$ cat config.mk
export PLATFORM = sky130hd
export DESIGN_NAME = coord_sampler
export DESIGN_NICKNAME = d
export VERILOG_FILES = /design/src/rtl/coord_sampler.sv
export SDC_FILE = /design/constraint.sdc
export NUM_CORES = 1
export LEC_CHECK = 0
export BUFFER_PORTS_ARGS = -buffer_cell sky130_fd_sc_hd__buf_2
export CAP_MARGIN = 20
export CORE_UTILIZATION = 50
export DETAILED_ROUTE_END_ITERATION = 7
export GPL_TIMING_DRIVEN = 0
export PLACE_DENSITY = 0.76
export SYNTH_ARGS = -nofsm -noshare
export SYNTH_HDL_FRONTEND = slang
export SYNTH_SLANG_ARGS = --single-unit
$ cat constraint.sdc
create_clock -name clk -period 1.85 [get_ports clk]
set_clock_uncertainty 0.15 [all_clocks]
set_input_delay 0.185 -clock clk [delete_from_list [all_inputs] [get_ports clk]]
set_output_delay 0.185 -clock clk [all_outputs]
set_load 0.05 [all_outputs]
$ cat src/rtl/coord_sampler.sv
// coord_sampler: fetches an X then a Y value from an upstream random source,
// rejects out-of-range pairs and presents accepted pairs on a valid/ready port.
module coord_sampler #(
    parameter int unsigned X_MAX       = 640,
    parameter int unsigned Y_MAX       = 480,
    parameter int unsigned ACK_TIMEOUT = 15
) (
    input  logic        clk,
    input  logic        reset,
    input  logic        req,
    output logic        fetch,
    input  logic        rand_ack,
    input  logic [11:0] rand_in,
    output logic [11:0] coord_x,
    output logic [11:0] coord_y,
    output logic        coord_valid,
    input  logic        coord_ready,
    output logic        busy,
    output logic        timeout_err,
    output logic [7:0]  reject_cnt
);

    localparam int unsigned W_COORD = 12;
    localparam int unsigned W_REJ   = 8;
    localparam int unsigned W_CNT   = (ACK_TIMEOUT > 1) ? $clog2(ACK_TIMEOUT) : 1;

    // The counter only ever holds 0..ACK_TIMEOUT-1; reaching the last value
    // without an ack is the timeout point.
    localparam logic [W_CNT-1:0] CNT_LAST = W_CNT'(ACK_TIMEOUT - 1);
    localparam logic [W_REJ-1:0] REJ_MAX  = '1;

    typedef enum logic [2:0] {
        S_IDLE    = 3'd0,
        S_FETCH_X = 3'd1,
        S_WAIT_X  = 3'd2,
        S_FETCH_Y = 3'd3,
        S_WAIT_Y  = 3'd4,
        S_CHECK   = 3'd5,
        S_VALID   = 3'd6
    } state_t;

    state_t               r_state;
    logic [W_CNT-1:0]     r_cnt;
    logic [W_COORD-1:0]   r_hold_x;
    logic [W_COORD-1:0]   r_hold_y;
    logic [W_COORD-1:0]   r_coord_x;
    logic [W_COORD-1:0]   r_coord_y;
    logic                 r_fetch;
    logic                 r_valid;
    logic                 r_busy;
    logic                 r_timeout;
    logic [W_REJ-1:0]     r_rej;

    state_t               w_state_nxt;
    logic [W_CNT-1:0]     w_cnt_nxt;
    logic [W_COORD-1:0]   w_hold_x_nxt;
    logic [W_COORD-1:0]   w_hold_y_nxt;
    logic [W_COORD-1:0]   w_coord_x_nxt;
    logic [W_COORD-1:0]   w_coord_y_nxt;
    logic                 w_fetch_nxt;
    logic                 w_valid_nxt;
    logic                 w_busy_nxt;
    logic                 w_timeout_nxt;
    logic [W_REJ-1:0]     w_rej_nxt;
    logic                 w_in_range;

    assign w_in_range = (32'(r_hold_x) < X_MAX) && (32'(r_hold_y) < Y_MAX);

    // Next-state and next-register logic; flag outputs are decoded from the
    // next state so they line up with the state register.
    always_comb begin
        w_state_nxt   = r_state;
        w_cnt_nxt     = r_cnt;
        w_hold_x_nxt  = r_hold_x;
        w_hold_y_nxt  = r_hold_y;
        w_coord_x_nxt = r_coord_x;
        w_coord_y_nxt = r_coord_y;
        w_timeout_nxt = r_timeout;
        w_rej_nxt     = r_rej;

        case (r_state)
            S_IDLE: begin
                if (req) w_state_nxt = S_FETCH_X;
            end
            S_FETCH_X: begin
                w_cnt_nxt   = '0;
                w_state_nxt = S_WAIT_X;
            end
            S_WAIT_X: begin
                if (rand_ack) begin
                    w_hold_x_nxt = rand_in;
                    w_state_nxt  = S_FETCH_Y;
                end else if (r_cnt == CNT_LAST) begin
                    w_timeout_nxt = 1'b1;
                    w_state_nxt   = S_IDLE;
                end else begin
                    w_cnt_nxt = r_cnt + W_CNT'(1);
                end
            end
            S_FETCH_Y: begin
                w_cnt_nxt   = '0;
                w_state_nxt = S_WAIT_Y;
            end
            S_WAIT_Y: begin
                if (rand_ack) begin
                    w_hold_y_nxt = rand_in;
                    w_state_nxt  = S_CHECK;
                end else if (r_cnt == CNT_LAST) begin
                    w_timeout_nxt = 1'b1;
                    w_state_nxt   = S_IDLE;
                end else begin
                    w_cnt_nxt = r_cnt + W_CNT'(1);
                end
            end
            S_CHECK: begin
                if (w_in_range) begin
                    w_coord_x_nxt = r_hold_x;
                    w_coord_y_nxt = r_hold_y;
                    w_state_nxt   = S_VALID;
                end else begin
                    if (r_rej != REJ_MAX) w_rej_nxt = r_rej + W_REJ'(1);
                    w_state_nxt = S_FETCH_X;
                end
            end
            S_VALID: begin
                if (coord_ready) w_state_nxt = S_IDLE;
            end
            default: begin
                w_state_nxt = S_IDLE;
            end
        endcase

        w_fetch_nxt = (w_state_nxt == S_FETCH_X) || (w_state_nxt == S_FETCH_Y);
        w_valid_nxt = (w_state_nxt == S_VALID);
        w_busy_nxt  = (w_state_nxt != S_IDLE);
    end

    always_ff @(posedge clk or posedge reset) begin
        if (reset) begin
            r_state   <= S_IDLE;
            r_cnt     <= '0;
            r_hold_x  <= '0;
            r_hold_y  <= '0;
            r_coord_x <= '0;
            r_coord_y <= '0;
            r_fetch   <= 1'b0;
            r_valid   <= 1'b0;
            r_busy    <= 1'b0;
            r_timeout <= 1'b0;
            r_rej     <= '0;
        end else begin
            r_state   <= w_state_nxt;
            r_cnt     <= w_cnt_nxt;
            r_hold_x  <= w_hold_x_nxt;
            r_hold_y  <= w_hold_y_nxt;
            r_coord_x <= w_coord_x_nxt;
            r_coord_y <= w_coord_y_nxt;
            r_fetch   <= w_fetch_nxt;
            r_valid   <= w_valid_nxt;
            r_busy    <= w_busy_nxt;
            r_timeout <= w_timeout_nxt;
            r_rej     <= w_rej_nxt;
        end
    end

    assign fetch       = r_fetch;
    assign coord_x     = r_coord_x;
    assign coord_y     = r_coord_y;
    assign coord_valid = r_valid;
    assign busy        = r_busy;
    assign timeout_err = r_timeout;
    assign reject_cnt  = r_rej;

endmodule

# == Word level (Yosys, flattened, before mapping) ==
# Cells that the tools add are included.
# classes
add_sub_neg,2
multipliers,0
div_mod_pow,0
order_cmp,2
n_eq_ne,13
shift,0
muxes,10
n_bitwise,2
n_reduce_logical,13
# op_table
operator,n
$pmux 3 s7,1
$mux 3,6
$eq 3x3->1 const B,4
$lt 12x10->1 const B,1
$lt 12x9->1 const B,1
$eq 3x2->1 const B,3
$reduce_and 3->1,3
$add 8x1->8 const B,1
$mux 4,2
$ne 8x8->1 const B,1
$pmux 4 s2,1
$eq 3x1->1 const B,2
$reduce_and 2->1,3
$add 4x1->4 const B,1
$eq 4x4->1 const B,1
$ne 2x2->1 const B,2
$reduce_or 2->1,2
$logic_not 3->1,1
$reduce_bool 3->1,1
$not 1->1,2
$reduce_bool 2->1,1
$logic_and 1x1->1,1
$logic_or 1x1->1,1
# totals
regBits,67
latchBits,0
ramBits,0
romBits,0
inputBits,17
out_inout_bits,36
n_memories,0

# == Longest topological paths before layout ==
# Gate-level depths: netlist (run 1).
# depth
depth_word,6
depth_mapped,6
ltp_nobuf,6

# == Least setup slack after synthesis (run 1) ==
# Ideal clock, no wire load.
# synth_timing
path_type,register to register
from,register r_rej[3] (netlist: reject_cnt[3])
to,register r_rej[1] (netlist: reject_cnt[1])
setup_ns,0.128
arrival_ns,1.716
t_required_ns,1.572
setup_slack_ns,-0.144
path_stages_with_launch,5
n_path_buf,0
path_cell_list,dfrtp_1 > and4_1 > and2_1 > a311oi_2 > mux2_1
# synth_via
elab_chain_cells,2
# synth_lines
element,line_no,text
from (decl),52,logic [W_REJ-1:0] r_rej;
from (signal assigned),162,r_rej <= w_rej_nxt;
$ne 8x8->1,121,if (r_rej != REJ_MAX) w_rej_nxt = r_rej + W_REJ'(1);
$reduce_and 3->1 (no line),n/a,
# No other way between the ends.
# A chain may end at the register's enable or synchronous reset.

# == Final worst setup path (run 1) ==
# layout_timing
from,register r_hold_x[11]
to,register r_coord_x[7] (netlist: coord_x[7])
# layout_via
elab_chain_cells,3
# layout_lines
element,line_no,text
from (decl),44,logic [W_COORD-1:0] r_hold_x;
from (signal assigned),154,r_hold_x <= w_hold_x_nxt;
$lt 12x10->1,67,assign w_in_range = (32'(r_hold_x) < X_MAX) && (32'(r_hold_y) < Y_MAX);
$logic_and 1x1->1,67,
$reduce_and 2->1 (no line),n/a,
to (signal assigned),156,r_coord_x <= w_coord_x_nxt;
to (decl),46,logic [W_COORD-1:0] r_coord_x;
# No other way between the ends.

==> results.json, run 1 <==
{
  "antenna_left": 0,
  "met3_usage_pct": 4.34,
  "met2_usage_pct": 33.0,
  "synthTopCellsByCount": "67 x dfrtp_1, 36 x mux2_2, 13 x mux2_4",
  "antenna-diode-count": 0,
  "clock_latency_ns": 0.33,
  "route.detailed.drc": 0,
  "worstPathArrival_ns": 1.96,
  "hold_end": "r_state[1]$_DFF_PP0_",
  "final_hold_viol_count": 0,
  "clk_path_buf_depth": 2,
  "worstHoldPathCells": 3,
  "slew_headroom_pct": 51.2,
  "cts_tree": "built",
  "worstReg2RegEnd": "coord_x[7]$_DFFE_PP0P_",
  "period_share_pct": 103,
  "crit_path_end_kind": "flop",
  "worst_hold_path_type": "in2reg",
  "synth_edf_count": 0,
  "rsz0062_at_grt": "true",
  "grt_util_met1_pct": 28.1,
  "power.density_mw_per_mm2": 1430,
  "final_core_util_pct": 69.0,
  "reg2reg_slack_ns": -0.05,
  "wl_um": 6070,
  "dieWidth_um": 79.6,
  "die_h_um": 79.6,
  "crit_buf_inv": 1,
  "wl_per_cell_um": 15.9,
  "critical_path.max_stage_delay_ns": 0.41,
  "root_buffer": "clkbuf_8",
  "hold_start": "coord_ready",
  "synth_warnings": 0,
  "detail_route.first_pass.iterations": 4,
  "status": "finished with violations",
  "ys_ff_latch": 67,
  "synthTopCellsByArea": "dfrtp_1 56%, mux2_2 13%, mux2_4 6.5%",
  "start_kind": "flop",
  "area.growth.synth_to_final_pct": 29.4,
  "initial_core_util_pct": 53.3,
  "worst_r2r_path_depth": 5,
  "cpLargestDelayFamily": "simple AND/OR/NAND/NOR gates",
  "synth_area_per_cell_sq_um": 13.7,
  "synth_area_sq_mm": 0.00301,
  "r2r_start": "r_hold_x[11]$_DFFE_PP0P_",
  "antenna_found_initial": 0,
  "crit_chain": "nor4_4 -> nand4b_1 -> nor2_4 -> buf_12 -> mux2_4",
  "synth.largest_area_cell": "dfrtp_1",
  "violations": "negative setup slack",
  "core_region_area_sq_mm": 0.00564,
  "ys_types": 51,
  "fp-row-count": 27,
  "syn_nets": 239,
  "worst_slack_ns": -0.0472,
  "ir_drop_uv": 851,
  "synth.top_cell.area_share_pct": 55.7,
  "dp_slack_ns": -0.168,
  "fmax_mhz": 527,
  "worstPathMaxFanout": 10,
  "cts_max_level": 3,
  "drtIter0Drc": 94,
  "grt_max_degree": 35,
  "clock-sinks": 67,
  "drive_above_1_share_pct": 53.9,
  "grt_pass1_wl_um": 9920,
  "cts_buffers": 9,
  "clk_pin_slew_ns": 0.07,
  "busiest_layer": "met2",
  "overflow": 0,
  "slew_violations": 0,
  "gp_congestion": 0.802,
  "p_leak_nw": 1.88,
  "tightest_slew_ns": 0.730,
  "synthFlopType": "dfrtp_1",
  "crit_slowest_cell": "dfrtp_1",
  "hpwl_um": 3830,
  "fin_crit_ns": 1.90,
  "critical_path_required_ns": 1.92,
  "viasPerCell": 5.41,
  "max-cap-violations": 0,
  "setup_viol_count_final": 19,
  "pin_count": 53,
  "netlist_instances": 219,
  "vias": 2065,
  "post-synth-top-count-cell": "dfrtp_1",
  "track_usage_pct": 20.9,
  "io_buffers": 51,
  "ys_seq_area_share_pct": 55.7,
  "synth-async-reset-ratio_pct": 100,
  "die-area_sq_mm": 0.00633,
  "path_class": "reg2reg",
  "grt_pass1_vias": 2053,
  "nets": 326
}
## worst max path at each step
| stage | slack [ns] | startpoint | cells after the start | to |
|---|---|---|---|---|
| after floorplan | 0.01 | reject_cnt[1]$_DFFE_PP0P_ | 4 | reject_cnt[6]$_DFFE_PP0P_ |
| after global placement | -0.20 | r_cnt[0]$_DFFE_PP0P_ | 6 | busy$_DFF_PP0_ |
| after detailed placement | -0.17 | r_cnt[0]$_DFFE_PP0P_ | 6 | busy$_DFF_PP0_ |
| after CTS | -0.07 | r_hold_x[11]$_DFFE_PP0P_ | 5 | coord_x[8]$_DFFE_PP0P_ |
| after global routing | -0.12 | r_hold_x[11]$_DFFE_PP0P_ | 5 | coord_x[8]$_DFFE_PP0P_ |
| final | -0.05 | r_hold_x[11]$_DFFE_PP0P_ | 5 | coord_x[7]$_DFFE_PP0P_ |
## final cells by class
| cell class | count | area, sq um |
|---|---|---|
| flip-flops and latches | 67 | 1680 |
| clock inverters | 4 | 27.5 |
| well taps | 72 | 90.1 |
| fillers | 407 | 1750 |
| repair buffers | 76 | 500 |
| clock buffers | 11 | 141 |
| inverters | 5 | 22.5 |
| multi-input cells | 136 | 1340 |
| plain buffers | 11 | 91.3 |
## layout by cell type (no fill, tap or decap), drive strengths merged, types with 2 or more instances in the layout
cell type	count
a21oi	2
a222oi	2
a311oi	2
a31oi	2
and2	2
and2b	6
and4	2
buf	73
clkbuf	12
clkinvlp	4
dfrtp	67
dlygate4sd3	13
ha	3
inv	4
mux2	50
nand2	7
nand2b	3
nand3	7
nand3b	2
nand4	2
nand4b	2
nor2	8
nor3b	3
nor4	3
o21ai	6
or2	2
xor2	4
## through the flow
step | cell area [sq um] | power [W] | hold WS [ns] | std cells | setup TNS [ns]
after global routing | 3890 | 0.00589 | 0.184 | 382 | -2.04
after floorplan | 3020 | 0.00379 | 0.185 | 219 | 0
final | 3890 | 0.00557 | 0.176 | 382 | -0.568
after global placement | 3360 | 0.00416 | 0.282 | 342 | -2.95
after CTS | 3790 | 0.00543 | 0.152 | 379 | -1.06
after detailed placement | 3380 | 0.00425 | 0.199 | 343 | -3.21
## state kept, by name, summed over array words and instances (netlist names)
name and count:
coord_x 12, coord_y 12, r_hold_x 12, r_hold_y 12, reject_cnt 8, r_cnt 4
r_state 3, busy 1, coord_valid 1, fetch 1, timeout_err 1
## logic make-up after synthesis
family | Yosys count | synth area share, %
flops | 67 | 55.7
fa+ha+maj | 3 | 1.25
buf+inv | 16 | 3.33
simple gates | 57 | 12.6
compound gates | 22 | 5.61
mux | 50 | 20.3
xor+xnor | 4 | 1.16
## tightest hold or removal path: stages
cell	delay, ns
buf_2	0.08
nor4bb_1	0.07
a211o_1	0.27
## metal layers
layer	vias to the layer above	part of all wire [%]	wire [um]
li1	969	-	-
met1	1037	46	2770
met3	5	4.1	246
met4	0	1.5	92
met5	-	0	0
met2	54	49	2960
## power by group
group	internal [W]	leakage [nW]	switching (W)
Clock	0.000513	0.0774	0.000537
Combinational	0.000966	0.945	0.00126
Sequential	0.00195	0.855	0.000339
Total	0.00343	1.88	0.00214
## what timing repair did
item,CTS,global route
gates resized for setup,11,16
setup endpoints to repair,38,45
endpoints found under the hold margin,57,0
cloned,0,0
hold buffers,13,0
buffers inserted,8,4
pin swaps,3,6
(Power assumes the default switching activity.)
==> run 2: changes to the inputs <==
--- a/config.mk
+++ b/config.mk
@@ -11,6 +11,7 @@
 export DETAILED_ROUTE_END_ITERATION = 7
 export GPL_TIMING_DRIVEN = 0
 export PLACE_DENSITY = 0.76
+export RECOVER_POWER = 100
 export SYNTH_ARGS = -nofsm -noshare
 export SYNTH_HDL_FRONTEND = slang
 export SYNTH_SLANG_ARGS = --single-unit
==> run 2 against run 1 <==
  * The flow still finishes with violations (negative setup slack)
  * Largest power group unchanged
  * Utilization fell by 1.1 points
  * Count of clock-buffer cells in the layout did not move
  * Critical path type unchanged
  * Routed wire length increased by 1.1%
  * Flip-flop and latch count unchanged
  * Largest cell class unchanged
  * First-iteration DRC count increased by 4.3%
  * Clock power barely moved
  * Hold slack gained 0.0030 ns
  * Worst setup slack lost 0.0010 ns
  * Highest routed layer unchanged
  * Sequential power hardly changed
  * Fmax about the same
  * Cell area is 1.5% lower
  * Die area is the same
==> results.json, run 2 (synthesis gave the netlist of run 1 again) <==
{
  "path_class": "reg2reg",
  "drtIter0Drc": 98,
  "setup_viol_count_final": 20,
  "clk_path_buf_depth": 2,
  "final_hold_viol_count": 0,
  "wl_um": 6140,
  "ir_drop_uv": 841,
  "reg2reg_slack_ns": -0.05,
  "clock-sinks": 67,
  "core_region_area_sq_mm": 0.00564,
  "p_leak_nw": 1.73,
  "drive_above_1_share_pct": 41.6,
  "dieWidth_um": 79.6,
  "root_buffer": "clkbuf_8",
  "worstReg2RegEnd": "coord_x[7]$_DFFE_PP0P_",
  "hpwl_um": 3830,
  "slew_violations": 0,
  "fp-row-count": 27,
  "r2r_start": "r_hold_x[11]$_DFFE_PP0P_",
  "antenna_left": 0,
  "io_buffers": 51,
  "period_share_pct": 103,
  "grt_pass1_vias": 2053,
  "initial_core_util_pct": 53.3,
  "worst_hold_path_type": "in2reg",
  "fin_crit_ns": 1.90,
  "final_cells": 382,
  "grt_max_degree": 35,
  "critical_path_required_ns": 1.91,
  "antenna-diode-count": 0,
  "route.detailed.drc": 0,
  "grt_pass1_wl_um": 9920,
  "slew_headroom_pct": 53.0,
  "worst_slack_ns": -0.0482,
  "cts_max_level": 3,
  "clock_latency_ns": 0.33,
  "cts_buffers": 9,
  "overflow": 0,
  "wl_per_cell_um": 16.1,
  "placed_cells": 343,
  "area.growth.synth_to_final_pct": 27.4,
  "violations": "negative setup slack",
  "worstPathMaxFanout": 10,
  "power_w": 0.00553,
  "clk_pin_slew_ns": 0.07,
  "viasPerCell": 5.39,
  "pin_count": 53,
  "rsz0062_at_grt": "true",
  "antenna_found_initial": 0,
  "tightest_slew_ns": 0.703,
  "detail_route.first_pass.iterations": 4,
  "crit_path_end_kind": "flop",
  "track_usage_pct": 20.9,
  "fmax_mhz": 527,
  "worst_r2r_path_depth": 5,
  "mostFrequentLayoutCells": "62 x dfrtp_1, 38 x clkbuf_1, 30 x mux2_2",
  "worstPathArrival_ns": 1.96,
  "whs_ns": 0.179,
  "final_common_cell": "dfrtp_1",
  "startpoint": "r_hold_x[11]$_DFFE_PP0P_",
  "cts_tree": "built",
  "max-cap-violations": 0,
  "vias": 2060,
  "start_kind": "flop",
  "power.density_mw_per_mm2": 1440,
  "nets": 326,
  "gp_congestion": 0.802,
  "status": "finished with violations",
  "die-area_sq_mm": 0.00633,
  "tns_ns": -0.589,
  "die_h_um": 79.6,
  "cp-endpoint": "coord_x[7]$_DFFE_PP0P_"
}
[run 2: through the flow]
| step | utilization (%) | setup WS [ns] | area [sq um] |
|---|---|---|---|
| global route | 68.0 | -0.120 | 3830 |
| floorplan | - | 0.0148 | 3020 |
| finish | 68.0 | -0.0482 | 3830 |
| CTS | 67.2 | -0.0699 | 3790 |
| detailed placement | 60.0 | -0.168 | 3380 |
| global placement | 59.6 | -0.196 | 3360 |
[run 2: final cells by class]
class	count	area, sq um
repair buffers	76	442
clock buffers	11	141
flip-flops and latches	67	1680
clock inverters	4	27.5
fillers	425	1810
well taps	72	90.1
multi-input cells	136	1340
inverters	5	22.5
plain buffers	11	91.3
[run 2: how the worst min path moves through the flow]
stage,depth (start not counted),endpoint,from,slack (ns)
4_1_cts,3,coord_valid$_DFF_PP0_,coord_ready,0.15
5_1_grt,3,coord_valid$_DFF_PP0_,coord_ready,0.18
2_1_floorplan,1,busy$_DFF_PP0_,reset,0.19
6_report,3,r_state[1]$_DFF_PP0_,coord_ready,0.18
3_3_place_gp,2,r_hold_x[2]$_DFFE_PP0P_,rand_in[2],0.28
3_5_place_dp,2,coord_x[11]$_DFFE_PP0P_,reset,0.20
[run 2: critical path: stages (launching register included)]
cell	delay [ns]
dfrtp_1	0.41
nor4_4	0.30
nand4b_1	0.21
nor2_4	0.24
buf_12	0.18
mux2_4	0.30
[run 2: repair_timing]
item                                    in CTS  in global routing
endpoints found under the hold margin       57                  0
hold buffers                                13                  0
pin swaps                                    3                  6
endpoints found under the setup margin      38                 45
gates resized for setup                     11                 16
setup buffers                                8                  4
[run 2: routing by layer]
metal	GRT usage, %	wire, um	up-vias
met5	0	0	-
met4	8.73	91	0
met3	4.34	260	7
met2	33.0	2980	50
met1	28.1	2810	1032
li1	-	-	971
[run 2: report_power, final]
group	switching (W)	internal [W]	leakage (nW)	total (W)
sequential	0.000346	0.00195	0.856	0.00230
clock	0.000537	0.000513	0.0774	0.00105
combinational	0.00126	0.000917	0.791	0.00218
==> run 3: changes to the inputs <==
--- a/config.mk
+++ b/config.mk
@@ -5,7 +5,8 @@
 export SDC_FILE = /design/constraint.sdc
 export NUM_CORES = 1
 export LEC_CHECK = 0
-export BUFFER_PORTS_ARGS = -buffer_cell sky130_fd_sc_hd__buf_2
+export ABC_CLOCK_PERIOD_IN_PS = 1850
+export BUFFER_PORTS_ARGS = -buffer_cell sky130_fd_sc_hd__buf_4
 export CAP_MARGIN = 20
 export CORE_UTILIZATION = 50
 export DETAILED_ROUTE_END_ITERATION = 7
==> run 3 against run 2 <==
  * The run still ends with negative setup slack left
  * Highest routed layer unchanged
  * Largest cell class unchanged
  * Power shrank 0.37%
  * Flip-flop and latch count is the same
  * Critical path type unchanged
  * Utilization grew 1.1 points
  * Hold slack improved by 0.014 ns
  * Critical path depth up 1
  * Worst setup slack improved by 0.0014 ns
==> results.json, run 3 (synthesis gave the netlist of run 1 again) <==
{
  "hpwl_um": 3870,
  "status": "finished with violations",
  "detail_route.first_pass.iterations": 4,
  "fmax_mhz": 527,
  "vias": 2050,
  "grt_pass1_wl_um": 10200,
  "final_common_cell": "dfrtp_1",
  "viasPerCell": 5.34,
  "cts_tree": "built",
  "antenna_left": 0,
  "period_share_pct": 103,
  "die-area_sq_mm": 0.00633,
  "drive_above_1_share_pct": 43.9,
  "dieWidth_um": 79.6,
  "overflow": 0,
  "cts_max_level": 3,
  "worstPathMaxFanout": 9,
  "wl_met2_um": 2980,
  "gp_congestion": 0.785,
  "slew_violations": 0,
  "tightest_slew_ns": 0.788,
  "ir_drop_uv": 836,
  "power.density_mw_per_mm2": 1410,
  "routed.top_layer": "met4",
  "core_region_area_sq_mm": 0.00564,
  "track_usage_pct": 21.7,
  "fp-row-count": 27,
  "clk_path_buf_depth": 2,
  "clock-sinks": 67,
  "worst_hold_path_type": "in2reg",
  "mostFrequentLayoutCells": "63 x dfrtp_1, 35 x clkbuf_1, 30 x mux2_2",
  "initial_core_util_pct": 53.3,
  "cts_buffers": 9,
  "antenna_found_initial": 0,
  "path_class": "reg2reg",
  "worst_slack_ns": -0.0468,
  "p_leak_nw": 1.77,
  "rsz0062_at_grt": "true",
  "clk_pin_slew_ns": 0.07,
  "grt_max_degree": 35,
  "violations": "negative setup slack",
  "whs_ns": 0.193,
  "crit_path_end_kind": "flop",
  "clock_latency_ns": 0.34,
  "fin_crit_ns": 1.90,
  "antenna-diode-count": 0,
  "final_hold_viol_count": 0,
  "power_w": 0.00550,
  "worstPathArrival_ns": 1.97,
  "met1_length_um": 2760,
  "wl_um": 6100,
  "setup_viol_count_final": 9,
  "critical_path_required_ns": 1.93,
  "pin_count": 53,
  "die_h_um": 79.6,
  "drtIter0Drc": 101,
  "wl_met3_um": 231,
  "io_buffers": 51,
  "max-cap-violations": 0,
  "nets": 329,
  "final_area_sq_mm": 0.00390,
  "dp_slack_ns": -0.269,
  "wl_per_cell_um": 15.9,
  "grt_pass1_vias": 2041,
  "slew_headroom_pct": 46.7,
  "area.growth.synth_to_final_pct": 29.5,
  "start_kind": "flop",
  "root_buffer": "clkbuf_8",
  "route.detailed.drc": 0,
  "dpl-instance-area_sq_mm": 0.00351
}
run 3: changes by cell type in the layout (fill, tap and decap cells not counted), moves of 3 or more:
cell and delta:
clkinv_2 +3, clkinvlp_4 -3, buf_6 +3, buf_2 -14, buf_4 +16, clkbuf_1 -3
run 3: final timing paths:
| check | start | to | depth (start not counted) | slack (ns) |
|---|---|---|---|---|
| worst max-delay path | r_hold_y[10]$_DFFE_PP0P_ | coord_x[2]$_DFFE_PP0P_ | 6 | -0.05 |
| worst min-delay path | req | r_state[0]$_DFF_PP0_ | 4 | 0.19 |
| worst max register to register | r_hold_y[10]$_DFFE_PP0P_ | coord_x[2]$_DFFE_PP0P_ | 6 | -0.05 |
| worst min register to register | reject_cnt[5]$_DFFE_PP0P_ | reject_cnt[5]$_DFFE_PP0P_ | 1 | 0.34 |
| max in group asynchronous | reset | reject_cnt[0]$_DFFE_PP0P_ | 4 | 0.24 |
| min in group asynchronous | reset | coord_x[2]$_DFFE_PP0P_ | 3 | 0.35 |
run 3: metrics by stage:
stage,instances,util [%],setup TNS (ns)
floorplan,219,-,0
global placement,342,61.9,-2.74
detailed placement,343,62.3,-3.08
CTS,380,69.8,-0.727
global route,384,69.1,-2.38
finish,384,69.1,-0.315
run 3: where the power goes:
| group | switching [W] | internal [W] |
|---|---|---|
| Combinational | 0.00127 | 0.000963 |
| Sequential | 0.000339 | 0.00195 |
| Clock | 0.000518 | 0.000462 |
| Total | 0.00213 | 0.00338 |
run 3: what timing repair did:
item	4_1_cts	5_1_grt
endpoints found under the hold margin	57	0
hold buffers	13	0
cloned	1	0
setup endpoints to repair	39	56
pin swaps	5	9
resized for setup	16	22
setup buffers	10	6
run 3: layout make-up:
class / instances / area (sq um)
sequential: 67 / 1680
buffer: 11 / 95.1
multi-input combinational: 136 / 1350
clock inverter: 4 / 20.0
tap: 72 / 90.1
clock buffer: 10 / 128
inverter: 5 / 22.5
timing repair buffer: 79 / 510
fill: 424 / 1740
run 3: routing by layer:
| metal | global-route usage [%] | vias up |
|---|---|---|
| met5 | 0 | - |
| met2 | 33.7 | 46 |
| met3 | 4.91 | 9 |
| met1 | 28.9 | 1019 |
| li1 | - | 976 |
| met4 | 10.2 | 0 |
run 3: worst max-delay path: stages, from the launching register on:
cell and delay (ns):
dfrtp_1 0.41, nor4_4 0.30, nand4b_1 0.20, nor2_4 0.18, buf_6 0.13, buf_8 0.12, mux2_4 0.30
